<file path="config.mk">
export PLATFORM = sky130hd
export DESIGN_NAME = spmv_rd_arbiter
export DESIGN_NICKNAME = d
export VERILOG_FILES = /design/src/rtl/spmv_rd_arbiter.sv
export SDC_FILE = /design/constraint.sdc
export NUM_CORES = 1
export LEC_CHECK = 0
export ABC_AREA = 1
export CAP_MARGIN = 30
export CELL_PAD_IN_SITES_DETAIL_PLACEMENT = 1
export CELL_PAD_IN_SITES_GLOBAL_PLACEMENT = 1
export CORE_AREA = 2 2 174 176
export CTS_CLUSTER_SIZE = 12
export DETAILED_ROUTE_END_ITERATION = 7
export DIE_AREA = 0 0 176 178
export GPL_TIMING_DRIVEN = 1
export PLACE_DENSITY_LB_ADDON = 0.08
export SLEW_MARGIN = 20
export SYNTH_ARGS = -nofsm -noshare
export SYNTH_HDL_FRONTEND = slang
export SYNTH_SLANG_ARGS = --single-unit
export TNS_END_PERCENT = 30
</file>
<file path="constraint.sdc">
create_clock -name clk -period 2.75 [get_ports clk]
set_clock_uncertainty 0.2 [all_clocks]
set_input_delay 0.55 -clock clk [delete_from_list [all_inputs] [get_ports clk]]
set_output_delay 0.55 -clock clk [all_outputs]
set_load 0.03 [all_outputs]
</file>
<file path="src/rtl/spmv_rd_arbiter.sv">
// rtl/spmv_rd_arbiter.sv - round-robin AR/R arbiter sharing one narrow read port
//
// Purpose:
//   Shares the single narrow read port of the SpMV burst-aggregating read demux
//   among NUM_REQ requesters. AR requests are granted round-robin with exactly
//   one transaction outstanding. R beats are routed back only to the granted
//   requester.
//
// Optional build macro:
//   SPMV_RD_ARB_LOCALITY_EN - prefer requesters whose address falls inside the
//   most recently granted WINDOW_BYTES window, so the downstream burst buffer is
//   reused. At most MAX_STREAK locality grants happen in a row before one plain
//   round-robin grant is forced. When the macro is undefined the arbiter is pure
//   round-robin and the window/streak logic is absent.
//
// Ports:
//   clk, rst          - clock, synchronous active-high reset
//   s_axi_ar*         - per-requester AR channel (slice i = requester i)
//   s_axi_r*          - per-requester R channel; data/resp broadcast,
//                       valid/last gated by the current grant
//   m_axi_ar*         - registered single-beat AR towards the shared port
//   m_axi_r*          - R channel from the shared port
module spmv_rd_arbiter #(
    parameter int NUM_REQ      = 4,
    parameter int ADDR_WIDTH   = 48,
    parameter int DATA_WIDTH   = 32,
    parameter int WINDOW_BYTES = 512,
    parameter int MAX_STREAK   = 4
) (
    input  logic                          clk,
    input  logic                          rst,
    input  logic [NUM_REQ*ADDR_WIDTH-1:0] s_axi_araddr,
    input  logic [NUM_REQ-1:0]            s_axi_arvalid,
    output logic [NUM_REQ-1:0]            s_axi_arready,
    output logic [NUM_REQ*DATA_WIDTH-1:0] s_axi_rdata,
    output logic [NUM_REQ*2-1:0]          s_axi_rresp,
    output logic [NUM_REQ-1:0]            s_axi_rlast,
    output logic [NUM_REQ-1:0]            s_axi_rvalid,
    input  logic [NUM_REQ-1:0]            s_axi_rready,
    output logic [ADDR_WIDTH-1:0]         m_axi_araddr,
    output logic [7:0]                    m_axi_arlen,
    output logic                          m_axi_arvalid,
    input  logic                          m_axi_arready,
    input  logic [DATA_WIDTH-1:0]         m_axi_rdata,
    input  logic [1:0]                    m_axi_rresp,
    input  logic                          m_axi_rlast,
    input  logic                          m_axi_rvalid,
    output logic                          m_axi_rready
);

    localparam int PW = (NUM_REQ > 1) ? $clog2(NUM_REQ) : 1;

    if (NUM_REQ < 2 || WINDOW_BYTES < 1 || (WINDOW_BYTES & (WINDOW_BYTES - 1)) != 0 ||
        MAX_STREAK < 1) begin : g_bad_cfg
        $error("spmv_rd_arbiter: invalid parameter set");
    end

    typedef enum logic [1:0] {
        S_IDLE = 2'd0,
        S_ADDR = 2'd1,
        S_DATA = 2'd2
    } state_t;

    state_t                state;
    state_t                state_next;
    logic [PW-1:0]         rr_ptr;
    logic [PW-1:0]         grant;
    logic [PW-1:0]         grant_inc;
    logic [PW-1:0]         rr_winner;
    logic [PW-1:0]         winner;
    logic                  any_valid;
    logic                  last_beat;
    logic [ADDR_WIDTH-1:0] req_addr [NUM_REQ];

    // First set bit of vec at or after start, wrapping modulo NUM_REQ.
    // Returns {found, index}.
    function automatic logic [PW:0] pick_from(input logic [NUM_REQ-1:0] vec,
                                              input logic [PW-1:0]      start);
        logic [PW:0]   sum;
        logic [PW-1:0] idx;
        logic [PW-1:0] sel;
        logic          found;
        found = 1'b0;
        sel   = '0;
        for (int k = 0; k < NUM_REQ; k++) begin
            sum = {1'b0, start} + (PW+1)'(k);
            if (sum >= (PW+1)'(NUM_REQ)) begin
                sum = sum - (PW+1)'(NUM_REQ);
            end
            idx = sum[PW-1:0];
            if (!found && vec[idx]) begin
                found = 1'b1;
                sel   = idx;
            end
        end
        return {found, sel};
    endfunction

    always_comb begin
        for (int i = 0; i < NUM_REQ; i++) begin
            req_addr[i] = s_axi_araddr[i*ADDR_WIDTH +: ADDR_WIDTH];
        end
    end

    assign {any_valid, rr_winner} = pick_from(s_axi_arvalid, rr_ptr);

    assign grant_inc = (grant == PW'(NUM_REQ - 1)) ? '0 : grant + PW'(1);

`ifdef SPMV_RD_ARB_LOCALITY_EN
    localparam int                    SW       = $clog2(MAX_STREAK + 1);
    localparam logic [ADDR_WIDTH-1:0] WIN_MASK = ~ADDR_WIDTH'(WINDOW_BYTES - 1);

    logic [ADDR_WIDTH-1:0] last_win;
    logic                  last_win_vld;
    logic [SW-1:0]         streak;
    logic [NUM_REQ-1:0]    hit;
    logic [PW-1:0]         loc_winner;
    logic                  loc_found;
    logic                  loc_sel;

    always_comb begin
        for (int i = 0; i < NUM_REQ; i++) begin
            hit[i] = s_axi_arvalid[i] & last_win_vld & ((req_addr[i] & WIN_MASK) == last_win);
        end
    end

    assign {loc_found, loc_winner} = pick_from(hit, rr_ptr);

    // A full streak suppresses locality for one grant so far-window requesters
    // cannot be starved by a requester streaming inside one window.
    assign loc_sel = loc_found && (streak != SW'(MAX_STREAK));
    assign winner  = loc_sel ? loc_winner : rr_winner;

    always_ff @(posedge clk) begin
        if (rst) begin
            last_win     <= '0;
            last_win_vld <= 1'b0;
            streak       <= '0;
        end else if (state == S_IDLE && any_valid) begin
            last_win     <= req_addr[winner] & WIN_MASK;
            last_win_vld <= 1'b1;
            streak       <= loc_sel ? streak + SW'(1) : '0;
        end
    end
`else
    assign winner = rr_winner;
`endif

    // State register.
    always_ff @(posedge clk) begin
        if (rst) begin
            state <= S_IDLE;
        end else begin
            state <= state_next;
        end
    end

    // Next-state logic. The requester-side ready is asserted whenever anyone is
    // valid in IDLE, so a valid requester always completes its handshake there.
    always_comb begin
        state_next = state;
        case (state)
            S_IDLE: if (any_valid)     state_next = S_ADDR;
            S_ADDR: if (m_axi_arready) state_next = S_DATA;
            S_DATA: if (last_beat)     state_next = S_IDLE;
            default:                   state_next = S_IDLE;
        endcase
    end

    // Output logic. Everything is held low during reset so an in-flight beat is
    // dropped rather than accepted on the reset cycle.
    always_comb begin
        s_axi_arready = '0;
        s_axi_rvalid  = '0;
        s_axi_rlast   = '0;
        m_axi_rready  = 1'b0;
        if (!rst) begin
            case (state)
                S_IDLE: begin
                    if (any_valid) begin
                        s_axi_arready[winner] = 1'b1;
                    end
                end
                S_DATA: begin
                    s_axi_rvalid[grant] = m_axi_rvalid;
                    s_axi_rlast[grant]  = m_axi_rlast;
                    m_axi_rready        = s_axi_rready[grant];
                end
                default: ;
            endcase
        end
    end

    assign last_beat = m_axi_rvalid & m_axi_rready & m_axi_rlast;

    // Grant, pointer and registered AR.
    always_ff @(posedge clk) begin
        if (rst) begin
            rr_ptr        <= '0;
            grant         <= '0;
            m_axi_arvalid <= 1'b0;
            m_axi_araddr  <= '0;
        end else begin
            case (state)
                S_IDLE: begin
                    if (any_valid) begin
                        grant         <= winner;
                        m_axi_araddr  <= req_addr[winner];
                        m_axi_arvalid <= 1'b1;
                    end
                end
                S_ADDR: begin
                    if (m_axi_arready) begin
                        m_axi_arvalid <= 1'b0;
                    end
                end
                S_DATA: begin
                    if (last_beat) begin
                        rr_ptr <= grant_inc;
                    end
                end
                default: ;
            endcase
        end
    end

    assign m_axi_arlen = 8'd0;
    assign s_axi_rdata = {NUM_REQ{m_axi_rdata}};
    assign s_axi_rresp = {NUM_REQ{m_axi_rresp}};

endmodule
</file>
### Word level (Yosys, flattened, before mapping)

Index checks and enable logic that the tools add are counted.

| storage, ports and cells | value |
|---|---|
| register bits after elaboration | 55 |
| latch bits | 0 |
| RAM bits | 0 |
| memory bits (read-only) | 0 |
| input bits | 239 |
| output and inout port bits | 206 |
| memories | 0 |

| operators by class | value |
|---|---|
| add/subtract/negate cells | 8 |
| multiply operators | 0 |
| divide/modulo/power cells | 0 |
| order comparisons | 13 |
| equal/unequal tests | 6 |
| shifts and indexed selects | 0 |
| muxes and demuxes | 46 |
| bitwise gates (word level) | 5 |
| reduce and logical (&&, ||, !) cells | 14 |

Operators with widths:

| kind | number |
|---|---|
| binary-select mux 48 bit (select 2 bit) | 1 |
| two-way mux 48 bit | 2 |
| two-way mux 4 bit | 7 |
| two-way mux 2 bit | 12 |
| < comparator 2 x 3 -> 1 bit, second input constant | 6 |
| two-way mux 1 bit | 15 |
| >= comparator 3 bit, second input constant | 4 |
| binary-select mux 1 bit (select 2 bit) | 5 |
| bitwise AND 4 bit | 2 |
| subtractor 2 x 1 -> 2 bit, second input constant | 4 |
| adder 2 x 2 -> 3 bit, second input constant | 2 |
| != test 2 bit, second input constant | 3 |
| one-hot mux 2 bit (3 select lines) | 1 |
| AND reduction 3 bit | 2 |
| logical AND 1 bit | 5 |
| demux 1 bit (select 2 bit) | 2 |
| equality test 2 bit, second input constant | 2 |
| >= comparator 2 x 1 -> 1 bit, second input constant | 2 |
| AND reduction 2 bit | 2 |
| adder 2 x 1 -> 3 bit, second input constant | 1 |
| >= comparator 2 x 3 -> 1 bit, second input constant | 1 |
| zero test 1 bit | 3 |
| inverter 2 -> 3 bit | 1 |
| adder 2 x 1 -> 2 bit, second input constant | 1 |
| other kinds (5) | 6 |

### Depth between registers and ports, before layout

| depth | value |
|---|---|
| depth after elaboration | 21 |
| depth in mapped cells | 15 |
| gate-level depth less buffers | 14 |

### Worst setup path before layout

No wires, ideal clock.

| path | value |
|---|---|
| path type | input to output |
| from | in s_axi_arvalid[3] |
| to | out s_axi_arready[1] |
| arrival | 2.287 ns |
| required time | 2.000 ns |
| path slack | -0.287 ns |
| stages | 12 |
| buffers on the path | 1 |
| path through | inv_1 -> nand2_1 -> nand3_1 -> nand2_2 -> nor2_4 -> nand3_4 -> nand2_4 -> nand2_4 -> clkinv_2 -> buf_2 -> nand2_1 -> nor3_1 |

| between the ends | value |
|---|---|
| longest elaborated chain between the ends | 19 |
| elaborated cells on any way between the ends | 30 |
| those cells by class | 2 x order compare; 21 x mux; 7 x reduce/logical |

Ends and longest elaborated chain:

| element | line | text |
|---|---|---|
| from (decl) | 33 | `input logic [NUM_REQ-1:0] s_axi_arvalid,` |
| binary-select mux 1 bit (select 2 bit) | 91 | `if (!found && vec[idx]) begin` |
| two-way mux 1 bit (implied by the code) | 91 |  |
| two-way mux 1 bit | 91 |  |
| zero test 1 bit | 91 |  |
| logical AND 1 bit | 91 |  |
| two-way mux 1 bit | 91 |  |
| zero test 1 bit | 91 |  |
| logical AND 1 bit | 91 |  |
| [... 3 more ...] | -- |  |
| two-way mux 2 bit | 91 |  |
| < comparator 2 x 3 -> 1 bit (implied by the code) or >= comparator 2 x 1 -> 1 bit (tied branches) | 181 | `s_axi_arready[winner] = 1'b1;` |
| logical AND 1 bit (implied by the code) | 181 |  |
| two-way mux 1 bit (implied by the code) | 181 |  |
| demux 1 bit (select 2 bit) | 181 |  |
| two-way mux 4 bit * | 180 | `if (any_valid) begin` |
| two-way mux 4 bit * | 178 | `case (state)` |
| two-way mux 4 bit * | 177 | `if (!rst) begin` |
| to (decl) | 34 | `output logic [NUM_REQ-1:0] s_axi_arready,` |

Mark *: on every way between the ends. The rest lies on a longest branch, timed or not. The select of a mux whose other input is x is not followed.

### Worst setup path in the final report

| path | value |
|---|---|
| from | in s_axi_arvalid[0] |
| to | out s_axi_arready[1] |

The elaborated chain is that of the path after synthesis.

==> results <==
final cells by class:
type / instances / area share (%)
diodes: 2 / 0.0602
clock buffers: 8 / 1.88
inverters: 157 / 7.26
multi-input cells: 588 / 35.2
flip-flops and latches: 55 / 13.3
well taps: 390 / 5.86
repair buffers: 304 / 36.5
through the flow:
stage / worst slack, ps / setup TNS [ps] / std cells
after floorplan: -231 / -558 / 990
after global placement: -332 / -11230 / 1487
after CTS: -91.1 / -192 / 1499
after global routing: -98.4 / -312 / 1504
final: 38.5 / 0 / 1504
after detailed placement: -348 / -12710 / 1487
cell usage in the layout (no fill, tap or decap), drive strengths merged, types with 4 or more instances in the layout:
| cell type | instances |
|---|---|
| clkdlybuf4s50 | 248 |
| nor3b | 26 |
| buf | 52 |
| conb | 8 |
| nand2 | 216 |
| inv | 156 |
| clkbuf | 9 |
| nor3 | 12 |
| ha | 4 |
| o21ai | 6 |
| nor2 | 160 |
| nand3 | 143 |
| a21oi | 7 |
| dfxtp | 55 |
registers in the layout, summed over array words and instances (netlist names):
| name | count |
|---|---|
| grant | 2 |
| m_axi_araddr | 48 |
| m_axi_arvalid | 1 |
| rr_ptr | 2 |
| state | 2 |
per-layer routing:
metal  share of wire [%]  GRT usage [%]
met3                 7.8           5.07
met5                0.12              0
met1                  40           16.8
met2                  50           26.6
met4                 1.9           4.20
tightest hold or removal path: cells and delay by family, from the launching register on:
kind,cells,cell delay (ps)
flip-flops,1,350
AND/OR/NAND/NOR,1,80
AO/OA/AOI/OAI,1,50
final timing paths:
kind | end | slack [ps] | cells past startpoint
setup / recovery | s_axi_arready[1] | 40 | 13
hold / removal | m_axi_arvalid | 320 | 2
setup reg to reg | m_axi_araddr[5] | 280 | 15
hold reg to reg | m_axi_arvalid | 320 | 2
logic make-up (layout without fill, tap and decap cells):
| logic type | Yosys count | count (layout) |
|---|---|---|
| AND/OR/NAND/NOR | 559 | 559 |
| buffers and inverters | 347 | 469 |
| flip-flops | 55 | 55 |
| AO/OA/AOI/OAI | 17 | 17 |
| adder cells (fa/ha/maj) | 4 | 4 |
| other | 1 | 10 |
power groups by stage:
stage	Sequential [mW]	Clock (mW)	Combinational, mW
finish	0.991	0.727	1.77
detailed placement	1.01	0	1.77
global route	1.01	0.798	1.95
global placement	1.01	0	1.76
CTS	0.996	0.770	1.80
floorplan	1.24	0	1.08
timing repair:
| action | in CTS | in global routing |
|---|---|---|
| endpoints found under the setup margin | 4 | 4 |
| pin swaps | 14 | 26 |
| buffers inserted | 5 | 3 |
| resized for setup | 46 | 30 |
==> metrics <==
status complete, no violations; Slowest cell on crit path dlygate4sd2_1; Arr. time, crit path just under 2000 ps; worst skew pair latency ~300 ps; chip height 178 µm; total grt overflow 0; cell family with most CP delay simple AND/OR/NAND/NOR gates; Seq/Total Area, Yosys roughly a fifth; Worst Path Class, Setup input pin to output port; Buf/Inv on CP 4; Hold Crit Class flip-flop to flip-flop; CP peak stage delay between 200 and 300 ps; Total GRT Usage roughly 15%; Synth Area in Compound Gates 1.85%; max-slew violations 0; area of the multi-input gates between 0.002 and 0.003 mm²; Hold WS 325 ps; Storage cell area about 0.0011 mm²; Worst setup startpoint s_axi_arvalid[0]; Switching Share 39.7%; fillcell total ~3,700; final count of hold timing violations 0; dominant cell type by area after synthesis buf_4; share of the synthesized area in the top cell type 20.0%; simple-gate share of the synthesized area roughly 44%; Worst Path Required 2000 ps; CTS H-tree depth 2; syn avg cell area between 5 and 6 µm²; CP cell instances dlygate4sd2_1 -> inv_2 -> nand2_2 -> nand3_2 -> nand2_4 -> nor2_4 -> nand3_4 -> nand2_4 -> nand2_4 -> clkinv_4 -> nand2_8 -> nor3_4 -> buf_6; vias in the first global route ~6,100; IO Pins 445; chip width ~180 µm; fin crit period between 2000 and 3000 ps; max_slew headroom between 60% and 70%; hold_buf cts 0; leading post-synthesis cells by cell area buf_4, dfxtp_1, nand2_1, nand3_1, nor2_1; largest net degree at the start of global routing 106; number of synthesis warnings 0; Least-Margin Pin Slew approximately 560 ps; Vias roughly 6,000; initial antenna violation count 4; Psw 1.38 mW; hold path start m_axi_arvalid; net count reported at finish roughly 1,400; Clock Root Buffer clkbuf_16; clk sink count 55; Worst IR Drop VDD about 0.24 mV; post-detail-place hpwl about 19 mm; Core ar. between 0.02 and 0.03 mm²; FMAX around 0.37 GHz; largest family of logic cells by synthesized area simple AND/OR/NAND/NOR gates; RSZ-0062 raised after global routing yes; die area roughly 0.031 mm²; leakage 4.03 nW; GP Congestion approximately 0.75; part of the cycle the worst path needs 98.6%; drt first pass iters 4; clock buffer count from CTS 5; first-pass GRT wire length roughly 36 mm; Post-Synth Adder-Cell Area less than 1%; clock network power share between 20% and 30%; RR Startpoint rr_ptr[0]; Clock transition at path regs about 70 ps; Comb pwr share between 50% and 60%; post-layout util between 20% and 30%; Seq cells post-synth 55; Max-cap violations 0; Wirelength per Cell between 15 and 20 µm; Starting Density about a fifth; CP Launch Type input pin; Synth Area in XOR/XNOR 0%; Mapped Area 0.00575 mm²; final WL around 24 mm; Unique masters post-synth 30; number of setup violations in the final report 0; drt via density roughly 4.0; async set-or-reset flop fraction in the synthesized netlist 0%; endpoint class of the critical path output port; initial drt markers approximately 130; top_reg_cell synth dfxtp_1; cell mode on critical path nand2_4; cell area power density 419 mW/mm²; sequential power share between 20 and 30%; maximum fanout along the worst path 3; layout cells sized above 1 approximately 12%; Area Growth Syn to Fin 44.6%; FP Rows 63; count leader, synth nand2_1; Pwr Total 3.48 mW; Final Cell Area about 0.0083 mm²; Syn Inst Count approximately 980; Post-synth top cells nand2_1, nor2_1, buf_4, inv_1, nand3_1; Max Buffers Root-to-Sink 2; remaining antenna violation count 0; Post-synth EDFFs 0; drt drc 0; IO buf count around 270; mux cell area share after synthesis 0%; post-place instance area ~0.0079 mm²; CTS tree built; Int Power ~2.1 mW
(Power assumes the default switching activity.)
